### src/rtl/cachebus_responder_pkg.sv
// Shared types and derived sizes for the cache line bus responder.
package cachebus_responder_pkg;

    localparam int DEF_PA_BITS  = 34;
    localparam int DEF_LINELEN  = 512;
    localparam int DEF_BEATLEN  = 64;
    localparam int OFFSETLEN    = $clog2(DEF_LINELEN / 8);
    localparam int BEATSPERLINE = DEF_LINELEN / DEF_BEATLEN;
    localparam int DEF_LOGBWPL  = $clog2(BEATSPERLINE);

    typedef enum logic [2:0] {
        IDLE,
        WRITE,
        RDREQ,
        RDWAIT,
        ACK
    } state_t;

    // Byte-offset width of a line, used to drop the in-line address bits.
    function automatic int offset_len(input int linelen);
        return $clog2(linelen / 8);
    endfunction

endpackage

### src/rtl/cachebus_responder_busbeatcounter.sv
// Beat index counter: counts accepted beats within a line, wraps naturally
// at the last beat because the beat count per line is a power of two.
module cachebus_responder_busbeatcounter
    import cachebus_responder_pkg::*;
#(
    parameter int WIDTH = DEF_LOGBWPL
) (
    input  logic             clk,
    input  logic             reset_n,
    input  logic             i_en,
    input  logic             i_clr,
    output logic [WIDTH-1:0] o_count,
    output logic             o_last
);

    logic [WIDTH-1:0] r_count;

    // Clear has priority so a combined clear/advance restarts at beat 0.
    always_ff @(posedge clk or negedge reset_n) begin
        if (!reset_n)
            r_count <= '0;
        else if (i_clr)
            r_count <= '0;
        else if (i_en)
            r_count <= r_count + WIDTH'(1);
    end

    assign o_count = r_count;
    assign o_last  = &r_count;

endmodule

### src/rtl/cachebus_responder.sv
// Memory-side responder for the cache line bus: splits line fetches and
// writebacks into beats on a request/valid memory port.
//
// state  | meaning
// IDLE   | waiting for a fetch and/or writeback request
// WRITE  | issuing writeback beats, cache indexed by BeatCount
// RDREQ  | issuing one read beat request
// RDWAIT | waiting for read data of the outstanding beat
// ACK    | one-cycle completion pulse to the cache
module cachebus_responder
    import cachebus_responder_pkg::*;
#(
    parameter int PA_BITS = DEF_PA_BITS,
    parameter int LINELEN = DEF_LINELEN,
    parameter int BEATLEN = DEF_BEATLEN,
    parameter int LOGBWPL = DEF_LOGBWPL
) (
    input  logic               clk,
    input  logic               reset_n,
    input  logic [1:0]         CacheBusRW,
    input  logic [PA_BITS-1:0] CacheBusAdr,
    input  logic [BEATLEN-1:0] CacheWriteWord,
    output logic               CacheBusAck,
    output logic               SelBusBeat,
    output logic [LOGBWPL-1:0] BeatCount,
    output logic [LINELEN-1:0] FetchBuffer,
    output logic               MemReq,
    output logic               MemWrite,
    output logic [PA_BITS-1:0] MemAdr,
    output logic [BEATLEN-1:0] MemWData,
    input  logic               MemReady,
    input  logic               MemRValid,
    input  logic [BEATLEN-1:0] MemRData
);

    localparam int OFF_W  = offset_len(LINELEN);
    localparam int BEATS  = LINELEN / BEATLEN;
    localparam int BYTE_W = OFF_W - LOGBWPL;

    state_t                     r_state;
    state_t                     w_next;
    logic [PA_BITS-OFF_W-1:0]   r_line_adr;
    logic                       r_both;
    logic [LINELEN-1:0]         r_fetch_buf;
    logic                       w_cnt_en;
    logic                       w_cnt_clr;
    logic                       w_last;
    logic [LOGBWPL-1:0]         w_beat;
    logic                       w_ack;
    logic                       w_sel;
    logic                       w_req;
    logic                       w_wr;
    logic                       w_unused_adr_lo;

    // In-line offset bits of the request address carry no information.
    assign w_unused_adr_lo = ^CacheBusAdr[OFF_W-1:0];

    cachebus_responder_busbeatcounter #(.WIDTH(LOGBWPL)) u_beatcnt (
        .clk     (clk),
        .reset_n (reset_n),
        .i_en    (w_cnt_en),
        .i_clr   (w_cnt_clr),
        .o_count (w_beat),
        .o_last  (w_last)
    );

    // State register.
    always_ff @(posedge clk or negedge reset_n) begin
        if (!reset_n)
            r_state <= IDLE;
        else
            r_state <= w_next;
    end

    // Latch line address and request type when a transfer starts; later
    // changes on CacheBusRW/CacheBusAdr are ignored until the next IDLE.
    always_ff @(posedge clk or negedge reset_n) begin
        if (!reset_n) begin
            r_line_adr <= '0;
            r_both     <= 1'b0;
        end else if (r_state == IDLE && CacheBusRW != 2'b00) begin
            r_line_adr <= CacheBusAdr[PA_BITS-1:OFF_W];
            r_both     <= &CacheBusRW;
        end
    end

    // Next-state and Moore outputs; a combined request writes back first.
    always_comb begin
        w_next    = r_state;
        w_ack     = 1'b0;
        w_sel     = 1'b0;
        w_req     = 1'b0;
        w_wr      = 1'b0;
        w_cnt_en  = 1'b0;
        w_cnt_clr = 1'b0;
        case (r_state)
            IDLE: begin
                if (CacheBusRW[0])
                    w_next = WRITE;
                else if (CacheBusRW[1])
                    w_next = RDREQ;
            end
            WRITE: begin
                w_sel = 1'b1;
                w_req = 1'b1;
                w_wr  = 1'b1;
                if (MemReady) begin
                    w_cnt_en = 1'b1;
                    if (w_last) begin
                        if (r_both) begin
                            w_next    = RDREQ;
                            w_cnt_clr = 1'b1;
                        end else begin
                            w_next = ACK;
                        end
                    end
                end
            end
            RDREQ: begin
                w_req = 1'b1;
                if (MemReady)
                    w_next = RDWAIT;
            end
            RDWAIT: begin
                if (MemRValid) begin
                    w_cnt_en = 1'b1;
                    w_next   = w_last ? ACK : RDREQ;
                end
            end
            ACK: begin
                w_ack     = 1'b1;
                w_cnt_clr = 1'b1;
                w_next    = IDLE;
            end
            default: w_next = IDLE;
        endcase
    end

    // Drop each returned read beat into its slot; other slots keep old data.
    always_ff @(posedge clk or negedge reset_n) begin
        if (!reset_n) begin
            r_fetch_buf <= '0;
        end else if (r_state == RDWAIT && MemRValid) begin
            for (int i = 0; i < BEATS; i++) begin
                if (w_beat == LOGBWPL'(i))
                    r_fetch_buf[i*BEATLEN +: BEATLEN] <= MemRData;
            end
        end
    end

    assign CacheBusAck = w_ack;
    assign SelBusBeat  = w_sel;
    assign BeatCount   = w_beat;
    assign FetchBuffer = r_fetch_buf;
    assign MemReq      = w_req;
    assign MemWrite    = w_wr;
    assign MemAdr      = {r_line_adr, w_beat, {BYTE_W{1'b0}}};
    assign MemWData    = CacheWriteWord;

endmodule

### config.mk
export PLATFORM = sky130hd
export DESIGN_NAME = cachebus_responder
export DESIGN_NICKNAME = d
export VERILOG_FILES = /design/src/rtl/cachebus_responder_pkg.sv /design/src/rtl/cachebus_responder_busbeatcounter.sv /design/src/rtl/cachebus_responder.sv
export SDC_FILE = /design/constraint.sdc
export NUM_CORES = 1
export LEC_CHECK = 0
export BUFFER_PORTS_ARGS = -buffer_cell sky130_fd_sc_hd__buf_2
export CAP_MARGIN = 20
export CORE_AREA = 5 5 300 302
export CTS_CLUSTER_DIAMETER = 80
export DETAILED_ROUTE_END_ITERATION = 10
export DIE_AREA = 0 0 305 307
export GPL_TIMING_DRIVEN = 0
export PLACE_DENSITY_LB_ADDON = 0.3
export SETUP_SLACK_MARGIN = 0.5
export SLEW_MARGIN = 20
export SYNTH_ARGS = -nofsm -noshare
export SYNTH_HDL_FRONTEND = slang
export SYNTH_SLANG_ARGS = --single-unit
export TNS_END_PERCENT = 100
### constraint.sdc
create_clock -name clk -period 1.8 [get_ports clk]
set_input_delay 0.09 -clock clk [delete_from_list [all_inputs] [get_ports clk]]
set_output_delay 0.09 -clock clk [all_outputs]
set_load 0.01 [all_outputs]
==> out/qor.txt <==
Mapped Cells = 1291
Layout area overhead = 48.1%
reg-to-reg setup timing slack = -0.25 ns
CTS tree = built
synth top area cells = dfrtp_1 (64%), mux2_2 (25%), mux2_4 (4.2%)
Final min period = 2.05 ns
global-route wire length before repair = 107000 um
sw frac = 0.334
Initial Util = 0.246
Place WS = -0.696 ns
maxcap violations = 0
Logic pwr share = 0.384
Slowest-stage cell, CP = or4_4
# H-tree levels = 3
post-route setup slack = -0.252 ns
routed vias = 14400
WP buf/inv = 4
sequential cell fraction of total power = 0.376
Design Area, Final = 0.0319 mm^2
Worst path max stage delay = 0.52 ns
cells along the critical path = inv_4 > ha_4 > inv_2 > or4_4 > buf_12 > buf_12 > mux2_4
Post-CTS Hold Buffers = 97
WL final = 75400 um
number of global-route vias before repair = 15900
Clock power frac = 0.240
Post-synth ARST share = 1.00
Layout Nets = 2405
input/output buffers = 710
Post-DP HPWL = 52100 um
Die Span X = 305 um
antenna violations before repair = 1
initial DRC count = 622
DRT antenna net count = 0
Synth top area share = 0.636
Sum Neg Setup Slack = -72.93 ns
post-synthesis sequential area ratio = 0.636
Data arrival, critical path = 2.51 ns
final hold violations = 87
Num CTS Buffers = 66
leakage power = 0.0160 uW
Netlist Area Pre-Place = 0.0215 mm^2
Top FF cell, synth = dfrtp_1
critical path class = reg -> reg
Total GRT Usage = 0.148
fmax = 487 MHz
Die Ht = 307 um
Wirelength per Cell = 21.9 um
status = complete, but fails checks
synthesis-stage register bit count = 547
Hold Crit Class = in -> async
CTS root buf = clkbuf_16
RSZ-0062 raised after global routing = yes
Hold WS = -0.487 ns
global placement routability congestion = 0.795
stages on the worst setup path = 7
Core Footprint = 0.0874 mm^2
routed vias/inst = 4.19
largest net degree at the start of global routing = 106
CP Capture Type = flop
fraction of layout cells with a size suffix above 1 = 0.686
RR Endpoint = FetchBuffer[287]$_DFFE_PN0P_
Pre-Repair DR Iteration Count = 4
Setup Skew = 0.0316 ns
CTS clock-pin slew for the worst setup and hold paths = 0.06 ns
Slew Limit Headroom = 0.533
worst slew pin tran = 0.701 ns
# rows = 109
total grt overflow = 0
Area after DPL = 0.0271 mm^2
failing checks = negative hold slack, negative setup slack
final worst-path cycle share = 1.14
Net Sw Power = 18700 uW
Critical R2R Launch = u_beatcnt.o_count[1]$_DFFE_PN0P_
worst endpoint required time = 2.26 ns
final core utilization = 0.365
Pwr per Cell Area = 1750 mW/mm^2
Netlist cell types = 41
Crit path max-delay family = simple AND/OR/NAND/NOR gates
YS warnings = 0
Post-synth EDFFs = 0
Remaining DRCs = 0
Die ar. = 0.0936 mm^2
fin. max-slew vios = 0
final setup fails = 499
Clock Tree Buf Depth = 3
post-synth top area cell = dfrtp_1
Avg Synthesized Cell Area = 16.7 um^2
later-pin clock latency in the skew report = 0.60 ns
Max FO, Critical Path = 10
Worst R2R Path Depth = 7
# IOs = 785
VDD IR max = 0.000858 V
Startpoint Class = flop
CTS sink count = 547
Top cell by count, worst path = buf_12
Int Pwr = 37300 uW
## area by class of cell
cell class | instances | area (um^2)
fillers | 8410 | 55500
flip-flops and latches | 547 | 13700
multi-input cells | 608 | 7320
repair buffers | 870 | 5650
clock buffers | 99 | 1930
plain buffers | 131 | 1530
well taps | 1165 | 1460
clock inverters | 19 | 278
inverters | 7 | 31.3
diodes | 1 | 2.50
## cell usage in the layout (no fill, tap or decap), drive strengths merged
cell         Yosys  layout
xnor2            1       1
nor3b            2       2
bufinv           0       3
nand2b           6       6
or3              1       1
o31ai            1       1
nand2            3       3
nand4b           2       2
mux2i            2       2
nor3             3       3
a22oi            2       2
nand3b           1       1
a32oi            1       1
mux2           541     541
a221oi           1       1
nor2b            2       2
clkinv           0       8
nand3            5       5
inv              7      15
nor4             4       4
ha               6       6
nor4b            1       1
and4b            1       1
a21oi            2       2
or4              1       1
diode            0       1
and4             2       2
o21ai            5       5
dfrtp          547     547
dlygate4sd3      0      97
buf            127     890
conb             1       3
nor2             8       8
and3b            1       1
clkbuf           4     113
## worst max-delay path by stage
stage / startpoint / to / slack [ns]
floorplan: u_beatcnt.o_count[0]$_DFFE_PN0P_ / FetchBuffer[259]$_DFFE_PN0P_ / -0.12
global placement: reset_n / u_beatcnt.o_count[1]$_DFFE_PN0P_ / -11.30
detailed placement: u_beatcnt.o_count[0]$_DFFE_PN0P_ / FetchBuffer[158]$_DFFE_PN0P_ / -0.70
CTS: u_beatcnt.o_count[1]$_DFFE_PN0P_ / FetchBuffer[266]$_DFFE_PN0P_ / -0.25
global route: u_beatcnt.o_count[1]$_DFFE_PN0P_ / FetchBuffer[287]$_DFFE_PN0P_ / -0.29
finish: u_beatcnt.o_count[1]$_DFFE_PN0P_ / FetchBuffer[287]$_DFFE_PN0P_ / -0.25
## logic make-up (layout without fill, tap and decap cells)
logic type                 after synthesis  count (layout)  synth area share
DFF                                    547             547             0.636
muxes                                  543             543             0.294
buffers and inverters                  138            1126            0.0489
and+or+nand+nor                         43              43            0.0135
AOI/OAI and AO/OA                       12              12           0.00349
adders and majority gates                6               6           0.00349
other                                    1               4          0.000174
xor gates and xnor gates                 1               1          0.000407
## flip-flops by register name (all words and copies together), names as in the netlist
signal	count
r_both	1
r_state	3
FetchBuffer	512
r_line_adr	28
u_beatcnt.o_count	3
## power groups by stage
stage          sequential, uW  combinational, uW  clock (uW)
3_5_place_dp            21100              20200           0
2_1_floorplan           23600               7950           0
6_report                21000              21500       13400
4_1_cts                 21000              20800       13900
5_1_grt                 21800              22900       14400
3_3_place_gp            20900              19900           0
## Yosys cell counts (3+ instances only)
cell type / count
buf_4: 96
dfrtp_1: 547
o21ai_0: 5
nor2_1: 4
mux2_2: 477
buf_6: 7
buf_2: 18
mux2_4: 60
nor2_2: 4
mux2_1: 4
nand2_1: 3
nor3_1: 3
nand3_1: 5
nand2b_1: 5
clkbuf_1: 3
ha_1: 6
inv_1: 6
nor4_1: 3
buf_12: 6
## timing repair
item,CTS,global route
pin swaps,4,7
endpoints found under the hold margin,632,87
cloned,6,13
setup buffers,19,18
endpoints found under the setup margin,672,689
gates resized for setup,49,133
## per-stage QoR
stage	std cells	total power [uW]
CTS	3415	55700
detailed placement	3175	41300
finish	3447	55900
global route	3446	59000
global placement	3168	40800
floorplan	1293	31500
## worst register-to-register path, cell delays in order (launching register included)
cell     delay (ns)
dfrtp_2        0.46
inv_4          0.09
ha_4           0.13
inv_2          0.04
or4_4          0.52
buf_12         0.19
buf_12         0.20
mux2_4         0.31
## routing by layer
| layer | vias to the layer above | global-route usage | wire [um] |
|---|---|---|---|
| li1 | 6368 | - | - |
| met1 | 7398 | 0.176 | 29800 |
| met2 | 518 | 0.258 | 38200 |
| met3 | 148 | 0.0417 | 4780 |
| met4 | 0 | 0.0553 | 2580 |
| met5 | - | 0 | 0 |
(Power assumes the default switching activity.)
